===== src/rtl/reg_file.sv =====
// 32 x 64-bit register file for the ID stage: two combinational read ports,
// one synchronous WB write port, optional same-cycle write-to-read bypass.
module reg_file #(
  parameter int DATA_W = 64,
  parameter int ADDR_W = 5,
  parameter int DEPTH  = 32,
  parameter int BYPASS = 1
) (
  input  logic              clk,
  input  logic              reset,
  input  logic [ADDR_W-1:0] R1addr,
  input  logic [ADDR_W-1:0] R2addr,
  input  logic              WB_WRegEn,
  input  logic [ADDR_W-1:0] WB_WReg1,
  input  logic [DATA_W-1:0] WB_WData,
  output logic [DATA_W-1:0] ID_R1out,
  output logic [DATA_W-1:0] ID_R2out
);

  localparam bit BYPASS_EN = (BYPASS != 0);

  // Flop array (not RAM) so the asynchronous clear and combinational reads hold.
  logic [DATA_W-1:0] mem [DEPTH];

  always_ff @(posedge clk or negedge reset) begin
    if (!reset) begin
      for (int i = 0; i < DEPTH; i++) begin
        mem[i] <= '0;
      end
    end else if (WB_WRegEn) begin
      mem[WB_WReg1] <= WB_WData;
    end
  end

  logic hit1;
  logic hit2;

  assign hit1 = BYPASS_EN && WB_WRegEn && (WB_WReg1 == R1addr);
  assign hit2 = BYPASS_EN && WB_WRegEn && (WB_WReg1 == R2addr);

  // Outputs are forced to zero while reset is low, which also blocks the bypass.
  always_comb begin
    ID_R1out = '0;
    ID_R2out = '0;
    if (reset) begin
      ID_R1out = hit1 ? WB_WData : mem[R1addr];
      ID_R2out = hit2 ? WB_WData : mem[R2addr];
    end
  end

endmodule


===== config.mk =====
export PLATFORM = sky130hd
export DESIGN_NAME = reg_file
export DESIGN_NICKNAME = d
export VERILOG_FILES = /design/src/rtl/reg_file.sv
export SDC_FILE = /design/constraint.sdc
export NUM_CORES = 2
export LEC_CHECK = 0
export CAP_MARGIN = 30
export CORE_MARGIN = 5
export CORE_UTILIZATION = 40
export CTS_CLUSTER_SIZE = 30
export DETAILED_ROUTE_END_ITERATION = 6
export GPL_ROUTABILITY_DRIVEN = 1
export PLACE_DENSITY = 0.62
export SLEW_MARGIN = 10
export SYNTH_ARGS = -nofsm -noshare
export SYNTH_HDL_FRONTEND = slang
export SYNTH_SLANG_ARGS = --single-unit
export TNS_END_PERCENT = 10

===== constraint.sdc =====
create_clock -name clk -period 7.5 [get_ports clk]
set_input_delay 1.5 -clock clk [delete_from_list [all_inputs] [get_ports clk]]
set_output_delay 1.5 -clock clk [all_outputs]
set_load 0.01 [all_outputs]

# Yosys cells after proc, flatten, opt, wreduce, memory -nomap -nowiden
# Cells that the tools add are included.
[classes]
bitwise = 3
order_cmp = 4
n_addsub = 0
div = 0
eq_ne = 2
shift = 0
mul = 0
muxes = 13
n_reduce_logical = 3
[op_table]
columns = ["cell", "count"]
rows = [
  ["$bwmux 2048", 1],
  ["$bmux 64 s5", 2],
  ["$mux 64", 9],
  ["$demux 64 s5", 1],
  ["$ge 6x6->1 const B", 3],
  ["$not 5->6", 3],
  ["$eq 5x5->1", 2],
  ["$lt 6x1->1 const B", 1],
  ["$logic_and 1x1->1", 3],
]
[word_totals]
latch_bits = 0
mem_count = 0
regBits = 2048
output_inout_bits = 128
mem_bits_rw = 0
romBits = 0
word_cells = 57
in_bits = 82

# Logic depth before layout (Yosys ltp)
[depth]
word_depth = 6
depth_mapped = 10
ltp_nobuf = 5

# Worst setup path before layout
# No wires, ideal clock.
[synth_path]
path_kind = "in2out"
from = "input port R2addr[0]"
to = "output port ID_R2out[3]"
setup_slack_ns = 2.743
cell_stages = 7
arrival_time_ns = 3.257
path_buffers = 3
t_required_ns = 6.000
path_cell_list = "buf_4 buf_6 buf_2 mux4_2 a211oi_1 a21oi_1 a221o_1"
[synth_via]
elab_chain_len = 6
elab_cells_between_ends = 8
cone_classes = "eq/ne (1); mux (5); bitwise (1); reduce/logical (1)"
[synth_rtl]
columns = ["item", "line", "source"]
rows = [
  ["start, declared", "12", "input logic [ADDR_W-1:0] R2addr,"],
  ["$not 5->6 (not written as such)", "47", "ID_R2out = hit2 ? WB_WData : mem[R2addr];"],
  ["$bmux 64 s5", "47", ""],
  ["$mux 64 (not written as such) (2 in a row)", "47", ""],
  ["$mux 64 *", "47", ""],
  ["$mux 64 *", "45", "if (reset) begin"],
  ["end, declared", "17", "output logic [DATA_W-1:0] ID_R2out"],
]
# Mark *: on every way between the ends. The rest lies on a longest branch, timed or not. The select of a mux whose other input is x is not followed.

# Final worst setup path
[layout_path]
from = "input port WB_WReg1[3]"
to = "output port ID_R2out[36]"
[layout_via]
elab_chain_len = 4
[layout_rtl]
columns = ["item", "line", "source"]
rows = [
  ["start, declared", "14", "input logic [ADDR_W-1:0] WB_WReg1,"],
  ["$eq 5x5->1", "39", "assign hit2 = BYPASS_EN && WB_WRegEn && (WB_WReg1 == R2addr);"],
  ["$logic_and 1x1->1", "39", ""],
  ["$mux 64", "47", ""],
  ["$mux 64", "45", ""],
]
# No other way between the ends.

==> impl_metrics.tcl <==
set metrics [dict create \
    setup_ws_ns 0.667 \
    async_reset_ff_share_pct 100 \
    gr-total-overflow 0 \
    clock_sinks 2048 \
    coreArea_sq_um 274000 \
    powerDensity_nw_per_um2 267 \
    clkTransAtPathRegs_ns 0.06 \
    synth_compound_gate_area_share_pct 2.87 \
    status "finished clean" \
    nets 7068 \
    yosysSeqAreaShare_pct 46.6 \
    post-place-ws_ns 0.766 \
    fin_skew_ns 0 \
    clk_latency_ns 0.87 \
    finalSetupViolations 0 \
    layout_worst_path_cycle_share_pct 91.1 \
    synth_nets 7092 \
    synth-seq-cells 2048 \
    synth_fa_ha_area_share_pct 0 \
    holdCritPathClass "in2async" \
    tightest_slew_ns 1.18 \
    synth_cell_types 43 \
    largestRegisters "mem x2048" \
    die_h_microns 535 \
    yosys.area_share.simple_pct 1.16 \
    grt_use_total_pct 26.3 \
    htree_levels 4 \
    slew_violations 0 \
    die_w_microns 535 \
    numCtsBuffers 225 \
    syn_inst 7010 \
    clk_path_buf_depth 4 \
    first_global_vias 73178 \
    syn_avg_cell_area_sq_um 15.7 \
    layout.area.seq_sq_um 51200 \
    cts_tree "yes" \
    crit_type "in2out" \
    power.total_w 0.0332 \
    ios 210 \
    post_route_cells_drive_above_1_share_pct 55.3 \
    peakVddDrop_mv 0.207 \
    multi_input_comb_area_sq_um 55500 \
    start_util_pct 40.2 \
    hpwl_microns 219000 \
    crit_required_ns 6.00 \
    finalWirelength_microns 380000 \
    num_vias 69353 \
    fillers 23843 \
    crit_path_end_kind "output pin" \
    max_freq_mhz 146 \
    synth_xor_area_share_pct 0.0716 \
    cts_resized 0 \
    drt_iter0_markers 6865 \
    arrival_ns 5.33 \
    synth_top_family_by_area "multiplexers" \
    cap_violations 0 \
    leakage_nw 52.5 \
    min_period_ns 6.83 \
    viasPerCell 6.45 \
    ys_warn_count 0 \
    largest_register "mem" \
    grt_max_degree 170 \
    synth_edf_count 0 \
    wire_per_inst_microns 35.3 \
    largest_reg_flops 2048 \
    rsz0062_at_grt "no" \
    rows 192 \
    area_growth_pct 12.9 \
    drc 0 \
    ys.flop_type "dfrtp_1" \
    synthesis.area_sq_um 110000 \
    portBuffers 209 \
    hold_viol 0 \
    timing.setup.tns_ns 0 \
    antenna_found_initial 16 \
    post_cts_buffers 0 \
    drtAntennaViolNets 0 \
    critPathLaunchType "primary input" \
    cts-root-buf "clkbuf_16" \
    dieArea_sq_um 286000 \
    grt_first_pass_wirelength_microns 548000 \
    postCtsHoldBufs 0 \
    path_max_fanout 17 \
    firstDrtPassIters 7 \
    relSlewSlack_pct 21.0 \
    synthMuxAreaShare_pct 46.1 \
    gp_congestion 0.804 \
]
==> path summary, 6_finish.rpt <==
| check | start | endpoint | slack [ns] | cells past startpoint |
|---|---|---|---|---|
| worst max-delay path | WB_WReg1[3] | ID_R2out[36] | 0.67 | 8 |
| worst min-delay path | reset | mem[1166] | 0.48 | 1 |
| worst min register to register | mem[229] | mem[229] | 0.51 | 1 |
| min in group clk | mem[229] | mem[229] | 0.51 | 1 |
| worst max register to register | mem[1278] | mem[1278] | 6.68 | 1 |
| max in group asynchronous | reset | mem[1978] | 3.75 | 6 |
==> layer usage <==
layer	up-vias	track usage, %	wire, microns
met5	-	0	83
met4	14	10.8	18300
met3	791	5.24	29000
met2	2927	41.4	177000
met1	38310	35.8	155000
li1	27311	-	-
==> cells in the mapped netlist, drive strengths merged, types with 2 or more instances <==
cell type	number	share of area (%)
mux4	1088	22
buf	363	1.9
a21oi	107	0.49
mux2i	123	1.1
a221o	9	0.082
and3	2	0.011
nor3b	3	0.020
or2	7	0.042
nor2b	46	0.26
nand2b	9	0.051
a211oi	36	0.25
a22oi	87	0.59
nand3	3	0.014
nand3b	4	0.027
clkbuf	401	1.4
a21o	4	0.027
mux2	2216	23
dfrtp	2048	47
xnor2	6	0.048
o21ai	52	0.24
a31oi	2	0.011
a211o	20	0.16
nand2	116	0.40
nor2	76	0.28
and2	3	0.017
nor3	8	0.041
xor2	3	0.024
o31ai	67	0.46
o22ai	97	0.55
==> cells in the final DEF, fill, tap and decap left out, types with 42 or more instances in the layout <==
cell type,synthesis,final
mux2_2,2152,2152
buf_4,63,214
mux2_1,64,64
clkbuf_8,0,53
clkdlybuf4s50_1,0,198
mux2i_1,123,123
clkbuf_1,400,59
nand2_1,116,98
dfrtp_1,2048,2048
a22oi_1,87,87
clkbuf_16,0,227
a21oi_1,107,107
buf_12,0,64
o22ai_1,97,97
clkinv_2,0,43
o31ai_1,67,67
o21ai_0,50,48
nor2_1,68,56
mux4_2,1088,1088
nor2b_1,46,42
==> stage by stage <==
step / cells / utilization [%] / hold WS [ns] / instance area [sq um]
after floorplan: 7010 / - / 0.470 / 110000
after global placement: 10314 / 42.4 / 0.482 / 116000
after detailed placement: 10344 / 42.6 / 0.494 / 117000
after CTS: 10749 / 45.3 / 0.466 / 124000
after global routing: 10755 / 45.4 / 0.461 / 124000
final: 10759 / 45.4 / 0.484 / 124000
==> cells by family after synthesis <==
| logic type | count (synthesis) |
|---|---|
| AO/OA/AOI/OAI | 483 |
| XOR/XNOR | 9 |
| buffers and inverters | 765 |
| flip-flops | 2048 |
| multiplexers | 3427 |
| AND/OR/NAND/NOR | 278 |
==> power breakdown <==
| group | leakage (nW) | internal, W | total, W | switching [W] |
|---|---|---|---|---|
| Sequential | 26.2 | 0.0132 | 0.0148 | 0.00154 |
| Combinational | 22.7 | 0.00436 | 0.00713 | 0.00277 |
| Clock | 3.67 | 0.00661 | 0.0113 | 0.00472 |
==> critical path: stages <==
cell	delay [ns]
clkdlybuf4s50_1	0.74
xor2_1	0.18
a2111o_1	0.50
or2_4	0.36
buf_4	0.44
o21ai_0	0.14
o22ai_1	0.74
clkdlybuf4s50_1	0.69
==> cell type report <==
cell class	count	area share (%)
antenna	6	0.0121
clock buffer	338	5.33
clock inverter	67	0.624
inverter	1	0.00302
multi-input combinational	4197	44.7
sequential	2048	41.3
tap	3589	3.62
timing repair buffer	513	4.44
No activity file was read; power rests on OpenSTA's default activity.
